<file path="config.mk">
export PLATFORM = sky130hd
export DESIGN_NAME = fpu_i2f_ctrl
export DESIGN_NICKNAME = d
export VERILOG_FILES = /design/src/rtl/fpu_i2f_pkg.sv /design/src/rtl/fpu_i2f_round.sv /design/src/rtl/fpu_i2f_ctrl.sv
export SDC_FILE = /design/constraint.sdc
export NUM_CORES = 1
export LEC_CHECK = 0
export BUFFER_PORTS_ARGS = -buffer_cell sky130_fd_sc_hd__buf_2
export CAP_MARGIN = 30
export CORE_ASPECT_RATIO = 0.75
export CORE_MARGIN = 2
export CORE_UTILIZATION = 45
export DETAILED_ROUTE_END_ITERATION = 8
export PLACE_DENSITY_LB_ADDON = 0.1
export SYNTH_ARGS = -nofsm -noshare
export SYNTH_HDL_FRONTEND = slang
export SYNTH_SLANG_ARGS = --single-unit
</file>
<file path="constraint.sdc">
create_clock -name clk_i -period 14.2 [get_ports clk_i]
set_input_delay 0.71 -clock clk_i [delete_from_list [all_inputs] [get_ports clk_i]]
set_output_delay 0.71 -clock clk_i [all_outputs]
set_load 0.05 [all_outputs]
</file>
<file path="src/rtl/fpu_i2f_pkg.sv">
// Shared types and constants for the integer-to-float conversion sequencer.
package fpu_i2f_pkg;

    typedef enum logic [2:0] {
        IDLE = 3'd0,
        ABS  = 3'd1,
        SCAN = 3'd2,
        PACK = 3'd3,
        DONE = 3'd4
    } state_e;

    typedef enum logic [2:0] {
        RNE = 3'b000,
        RTZ = 3'b001,
        RDN = 3'b010,
        RUP = 3'b011,
        RMM = 3'b100
    } rm_e;

    localparam int BIAS_S = 127;
    localparam int BIAS_D = 1023;
    localparam int MANT_S = 23;
    localparam int MANT_D = 52;

    localparam logic [1:0]  INT_FMT_64 = 2'b11;
    localparam logic [31:0] NAN_BOX    = 32'hFFFF_FFFF;

    // Reserved and dynamic encodings fall back to round-to-nearest-even.
    function automatic rm_e legal_rm(input logic [2:0] rm);
        return (rm > 3'd4) ? RNE : rm_e'(rm);
    endfunction

endpackage

</file>
<file path="src/rtl/fpu_i2f_round.sv">
// Combinational round-and-pack stage: takes the normalised magnitude and
// produces the packed IEEE result plus the inexact flag.
module fpu_i2f_round
    import fpu_i2f_pkg::*;
(
    input  logic [63:0] m,
    input  logic [6:0]  lz,
    input  logic        sign,
    input  rm_e         rm,
    input  logic        dst_fmt,
    input  logic        zero,
    output logic [63:0] result,
    output logic        nx
);

    logic [51:0] mant;
    logic        guard;
    logic        sticky;
    logic        inc;
    logic        carry;
    logic [10:0] expo;
    logic [10:0] expo_rnd;
    logic [52:0] mant_rnd;

    // Extract mantissa/guard/sticky for the target width, round, then pack.
    always_comb begin
        if (dst_fmt) begin
            mant   = m[62:11];
            guard  = m[10];
            sticky = |m[9:0];
            expo   = 11'(BIAS_D + 63) - {4'b0, lz};
        end else begin
            mant   = {29'b0, m[62:40]};
            guard  = m[39];
            sticky = |m[38:0];
            expo   = 11'(BIAS_S + 63) - {4'b0, lz};
        end

        case (rm)
            RNE:     inc = guard & (sticky | mant[0]);
            RTZ:     inc = 1'b0;
            RDN:     inc = sign & (guard | sticky);
            RUP:     inc = !sign & (guard | sticky);
            RMM:     inc = guard;
            default: inc = 1'b0;
        endcase

        mant_rnd = {1'b0, mant} + {52'b0, inc};
        carry    = dst_fmt ? mant_rnd[52] : mant_rnd[23];
        expo_rnd = expo + {10'b0, carry};

        if (zero) begin
            result = dst_fmt ? 64'b0 : {NAN_BOX, 32'b0};
            nx     = 1'b0;
        end else begin
            if (dst_fmt)
                result = {sign, expo_rnd, carry ? 52'b0 : mant_rnd[51:0]};
            else
                result = {NAN_BOX, sign, expo_rnd[7:0], carry ? 23'b0 : mant_rnd[22:0]};
            nx = guard | sticky;
        end
    end

endmodule

</file>
<file path="src/rtl/fpu_i2f_ctrl.sv">
// Multi-cycle integer-to-float sequencer with valid/ready on both sides.
//
// state | meaning
// IDLE  | ready for a request; latches operand on handshake
// ABS   | sign extraction and magnitude (two's-complement negate)
// SCAN  | one chunk per cycle leading-zero search
// PACK  | normalise, round and register the packed result
// DONE  | result valid, held until the consumer takes it
module fpu_i2f_ctrl
    import fpu_i2f_pkg::*;
#(
    parameter int CHUNK = 16
) (
    input  logic        clk_i,
    input  logic        rst_ni,
    input  logic        flush_i,
    input  logic        valid_i,
    output logic        ready_o,
    input  logic [63:0] int_i,
    input  logic [1:0]  int_fmt_i,
    input  logic        is_unsigned_i,
    input  logic        dst_fmt_i,
    input  logic [2:0]  rm_i,
    output logic        valid_o,
    input  logic        ready_i,
    output logic [63:0] result_o,
    output logic [4:0]  fflags_o
);

    localparam int NCH = 64 / CHUNK;

    state_e      state_q, state_d;
    logic [63:0] op_q;
    logic        is64_q, uns_q, dst_q, sign_q, zero_q;
    rm_e         rm_q;
    logic [63:0] mag_q, mag0_q;
    logic [6:0]  lz_q;
    logic [3:0]  cnt_q;
    logic [63:0] result_q;
    logic [4:0]  fflags_q;

    logic              sign_abs;
    logic [63:0]       mag_abs;
    logic [31:0]       lo_abs;
    logic [CHUNK-1:0]  chunk;
    logic [6:0]        chunk_lz;
    logic [7:0]        lz_add;
    logic              last_chunk;
    logic [63:0]       rnd_result;
    logic              rnd_nx;

    assign chunk      = mag_q[63 -: CHUNK];
    assign last_chunk = (cnt_q == 4'(NCH - 1));
    assign lz_add     = {1'b0, lz_q} + 8'(CHUNK);
    assign result_o   = result_q;
    assign fflags_o   = fflags_q;

    // Sign and magnitude of the latched operand at the selected source width.
    always_comb begin
        sign_abs = !uns_q & (is64_q ? op_q[63] : op_q[31]);
        lo_abs   = sign_abs ? (~op_q[31:0] + 32'd1) : op_q[31:0];
        if (is64_q)
            mag_abs = sign_abs ? (~op_q + 64'd1) : op_q;
        else
            mag_abs = {32'b0, lo_abs};
    end

    // Leading-zero count inside the top chunk; highest set bit wins.
    always_comb begin
        chunk_lz = 7'(CHUNK);
        for (int i = 0; i < CHUNK; i++) begin
            if (chunk[i])
                chunk_lz = 7'(CHUNK - 1 - i);
        end
    end

    fpu_i2f_round u_round (
        .m       (mag0_q << lz_q),
        .lz      (lz_q),
        .sign    (sign_q),
        .rm      (rm_q),
        .dst_fmt (dst_q),
        .zero    (zero_q),
        .result  (rnd_result),
        .nx      (rnd_nx)
    );

    // State register.
    always_ff @(posedge clk_i or negedge rst_ni) begin
        if (!rst_ni)
            state_q <= IDLE;
        else
            state_q <= state_d;
    end

    // Next-state and handshake outputs; flush overrides every transition.
    always_comb begin
        state_d = state_q;
        ready_o = 1'b0;
        valid_o = 1'b0;
        case (state_q)
            IDLE: begin
                ready_o = !flush_i;
                if (valid_i && !flush_i)
                    state_d = ABS;
            end
            ABS:  state_d = SCAN;
            SCAN: begin
                if ((chunk != '0) || last_chunk)
                    state_d = PACK;
            end
            PACK: state_d = DONE;
            DONE: begin
                valid_o = 1'b1;
                if (ready_i)
                    state_d = IDLE;
            end
            default: state_d = IDLE;
        endcase
        if (flush_i)
            state_d = IDLE;
    end

    // Operand capture, scan bookkeeping and result register.
    always_ff @(posedge clk_i or negedge rst_ni) begin
        if (!rst_ni) begin
            op_q     <= '0;
            is64_q   <= 1'b0;
            uns_q    <= 1'b0;
            dst_q    <= 1'b0;
            rm_q     <= RNE;
            sign_q   <= 1'b0;
            zero_q   <= 1'b0;
            mag_q    <= '0;
            mag0_q   <= '0;
            lz_q     <= '0;
            cnt_q    <= '0;
            result_q <= '0;
            fflags_q <= '0;
        end else begin
            case (state_q)
                IDLE: begin
                    if (valid_i && ready_o) begin
                        op_q   <= int_i;
                        is64_q <= (int_fmt_i == INT_FMT_64);
                        uns_q  <= is_unsigned_i;
                        dst_q  <= dst_fmt_i;
                        rm_q   <= legal_rm(rm_i);
                    end
                end
                ABS: begin
                    sign_q <= sign_abs;
                    mag_q  <= mag_abs;
                    mag0_q <= mag_abs;
                    lz_q   <= '0;
                    cnt_q  <= '0;
                    zero_q <= 1'b0;
                end
                SCAN: begin
                    if (chunk != '0) begin
                        lz_q <= lz_q + chunk_lz;
                    end else begin
                        mag_q  <= mag_q << CHUNK;
                        lz_q   <= (lz_add > 8'd64) ? 7'd64 : lz_add[6:0];
                        cnt_q  <= cnt_q + 4'd1;
                        zero_q <= last_chunk;
                    end
                end
                PACK: begin
                    if (!flush_i) begin
                        result_q <= rnd_result;
                        fflags_q <= {4'b0, rnd_nx};
                    end
                end
                default: ;
            endcase
        end
    end

endmodule

</file>
==> flow_summary.ini <==
[status]
status = completed

[power]
power_switching_uw = 2850
p_sw_share_pct = 52.2
p_seq_share_pct = 26.2
clock_power_share_pct = 14.1
power.internal_uw = 2620
vdd_drop_max_v = 0.000157
combPwrFrac_pct = 59.7
leakage_uw = 0.00924
power_density_nw_per_um2 = 240

[cts]
cts_root_buf = clkbuf_16
clock_sinks = 278
htreeDepth = 1
cts_hold_buf = 0
cts_buffers = 29
insertion_delay_ns = 0.60
cts_tree = done
cts.reportedPaths.clkPinSlew_ns = 0.06
ctsResizeCount = 0
post_cts_buffers = 0
clock_path_buffers = 3

[route]
wirelength_mm = 83.8
avgViaCountPerCell = 6.66
wl_per_cell_um = 28.7
drt_pass1_iterations = 6
final_antenna_net_count = 0
route.detailed.drc = 0
drt_iter0_drc = 2705
vias = 19400

[yosys]
netlist_instances = 2232
yosys_warnings = 0
synth.distinct_cells = 107
ys_ff_latch = 278
synth_area_per_cell_um2 = 9.25
async_flop_share_pct = 100
synth.yosys.seq_area_share_pct = 33.7
synth-main-ff-cell = dfrtp_1
netlist_area_um2 = 20600
synth-edff-count = 0

[placed_design]
portBuffers = 142
placed_cell_area_um2 = 21800
place.gp.congestion = 1.06
place_inst = 2863
hpwlAfterDp_mm = 64.5

[grt]
grtUsageTotal_pct = 35.1
antenna_found_initial = 0
first_global_vias = 18300
overflow = 0
grt_pass1_wl_mm = 125
grt_max_degree = 170

[sta]
setup_violations = 0
fin_crit_ns = 8.55
setup_tns_ns = 0
min_period_over_period_pct = 60.2
slew_violations = 0
clock_skew_ns = 0.0226
grt_setup_unrepaired = false
relSlewSlack_pct = 15.2
hold_viol = 0
max_freq_mhz = 117
tightest_slew_ns = 1.25

[critical_path]
reg2regPathDepth = 28
rrSetupSlack_ns = 5.65
worstSetupStartpoint = lz_q[0]
path_class = flop to flop
rr_endpoint = result_o[57]
cp_max_fo = 62
worst-path-stages = 28
critPathMaxStageDelay_ns = 0.84
end_kind = flop
critPathRequiredTime_ns = 14.68
timing.critical_path.max_delay_family = compound AO/OA/AOI/OAI gates
cp.arrival_ns = 9.03
critical_path.slowest_cell = buf_4
critPathCapture = result_o[57]
startpoint_type = flop
reg2reg_from = lz_q[0]
path_buf_inv = 2

[die]
ios = 147
core_area_um2 = 44900
die_y_um = 189
die-width_um = 251
die_area_um2 = 47600
start_util_pct = 45.9
rows = 67

[cells_and_area]
nets = 2405
final_area_um2 = 22800
final_cell_count_no_fill = 2918
final_layout_size_suffix_gt1_share_pct = 20.8
area_growth_pct = 10.6

[flow_run]
max_cap_viol_count = 0

[hold_path]
hold_class = input pin to asynchronous set/reset pin
cell families (layout without fill, tap and decap cells):
logic type	after synthesis	count (layout)	share of synthesized area, %
DFF	278	278	33.7
buffers and inverters	190	286	4.47
AOI/OAI and AO/OA	598	598	20.2
and+or+nand+nor	784	784	18.8
xor gates and xnor gates	117	117	4.96
other	1	5	0.0182
adders and majority gates	18	18	1.13
muxes	246	246	16.7
registers in the layout (all words and copies together), names as in the netlist, 3 cells and up:
register,count
mag_q,64
lz_q,7
state_q,3
mag0_q,63
cnt_q,4
rm_q,3
result_o,64
op_q,64
cell usage in the layout, fill, tap and decap left out, drive strengths merged, types with 29 or more instances in the layout:
master    n
mux2i    72
a21oi   118
xor2     45
o21ai   137
buf     198
nand3    55
nand2   247
nor2    195
nor3     50
nor4     30
mux4     64
inv      36
dfrtp   278
xnor2    72
o31ai    44
mux2    110
and2     29
clkbuf   46
per-stage QoR:
| stage | hold slack [ns] | setup slack, ns | util, % | power [µW] |
|---|---|---|---|---|
| finish | 0.162 | 5.65 | 50.8 | 5470 |
| global route | 0.238 | 5.29 | 50.8 | 5700 |
| detailed placement | 0.462 | 5.92 | 48.5 | 4580 |
| CTS | 0.201 | 5.90 | 50.7 | 5370 |
| floorplan | 0.414 | 8.58 | - | 3460 |
| global placement | 0.459 | 6.19 | 48.4 | 4570 |
area by class of cell:
cell class / instances / area, µm²
fillers: 4216 / 22100
multi-input cells: 1767 / 12800
flip-flops and latches: 278 / 6960
repair buffers: 198 / 1210
clock buffers: 46 / 910
well taps: 586 / 733
inverters: 37 / 139
clock inverters: 5 / 43.8
diodes: 1 / 2.50
Yosys cell counts, types with 13 or more instances:
| master | number | area share (%) |
|---|---|---|
| a211oi_1 | 15 | 0.55 |
| a21o_1 | 20 | 0.73 |
| a21oi_1 | 118 | 2.9 |
| a221o_1 | 16 | 0.78 |
| a221oi_1 | 18 | 0.76 |
| a22oi_1 | 21 | 0.76 |
| a31o_2 | 18 | 0.76 |
| a31oi_1 | 21 | 0.64 |
| and2_1 | 29 | 0.88 |
| and3_1 | 16 | 0.48 |
| buf_1 | 17 | 0.31 |
| buf_2 | 24 | 0.58 |
| buf_4 | 13 | 0.47 |
| clkbuf_1 | 87 | 1.6 |
| dfrtp_1 | 278 | 34 |
| ha_1 | 17 | 1.0 |
| inv_1 | 32 | 0.58 |
| mux2_2 | 110 | 6.0 |
| mux2i_1 | 72 | 3.5 |
| mux4_1 | 15 | 1.9 |
| mux4_2 | 49 | 5.3 |
| nand2_1 | 247 | 4.5 |
| nand2b_1 | 20 | 0.61 |
| nand3_1 | 55 | 1.3 |
| nand4_1 | 25 | 0.76 |
| nor2_1 | 195 | 3.5 |
| nor2b_1 | 16 | 0.48 |
| nor3_1 | 49 | 1.2 |
| nor4_1 | 26 | 0.79 |
| o211ai_1 | 14 | 0.51 |
| o21a_1 | 16 | 0.58 |
| o21ai_0 | 131 | 3.2 |
| o22ai_1 | 21 | 0.64 |
| o31ai_1 | 44 | 1.6 |
| or2_2 | 16 | 0.48 |
| or3_1 | 25 | 0.76 |
| xnor2_1 | 72 | 3.1 |
| xor2_1 | 45 | 1.9 |
worst reg2reg max path, delay by kind of cell, from the launching register on:
kind,cells,cell delay [ns]
AOI/OAI and AO/OA,10,2.13
xor gates and xnor gates,1,0.19
adders and majority gates,3,0.80
buffers and inverters,2,1.51
DFF,1,0.61
muxes,2,1.25
and+or+nand+nor,10,1.97
layer usage:
metal  vias up  GRT usage, %  routed length (µm)
li1       8510             -                   -
met1      9755          54.5               38300
met2      1073          47.1               33100
met3       101          12.0               11000
met4         2          5.38                1330
met5         -          1.33                  79
worst min path at each step:
stage	startpoint	endpoint	slack (ns)	depth (start not counted)
after floorplan	rst_ni	cnt_q[0]	0.41	0
after global placement	mag_q[0]	mag_q[0]	0.46	2
after detailed placement	result_o[11]	result_o[11]	0.46	2
after CTS	rst_ni	mag0_q[29]	0.20	1
after global routing	rst_ni	op_q[6]	0.24	1
final	rst_ni	op_q[6]	0.16	1
power groups by stage:
stage,clock [µW],combinational [µW],sequential [µW]
after detailed placement,0,3150,1420
after CTS,787,3160,1420
final,770,3270,1430
after floorplan,0,1920,1540
after global placement,0,3150,1420
after global routing,821,3420,1460
Note: power is estimated with default switching activity, not from simulation.
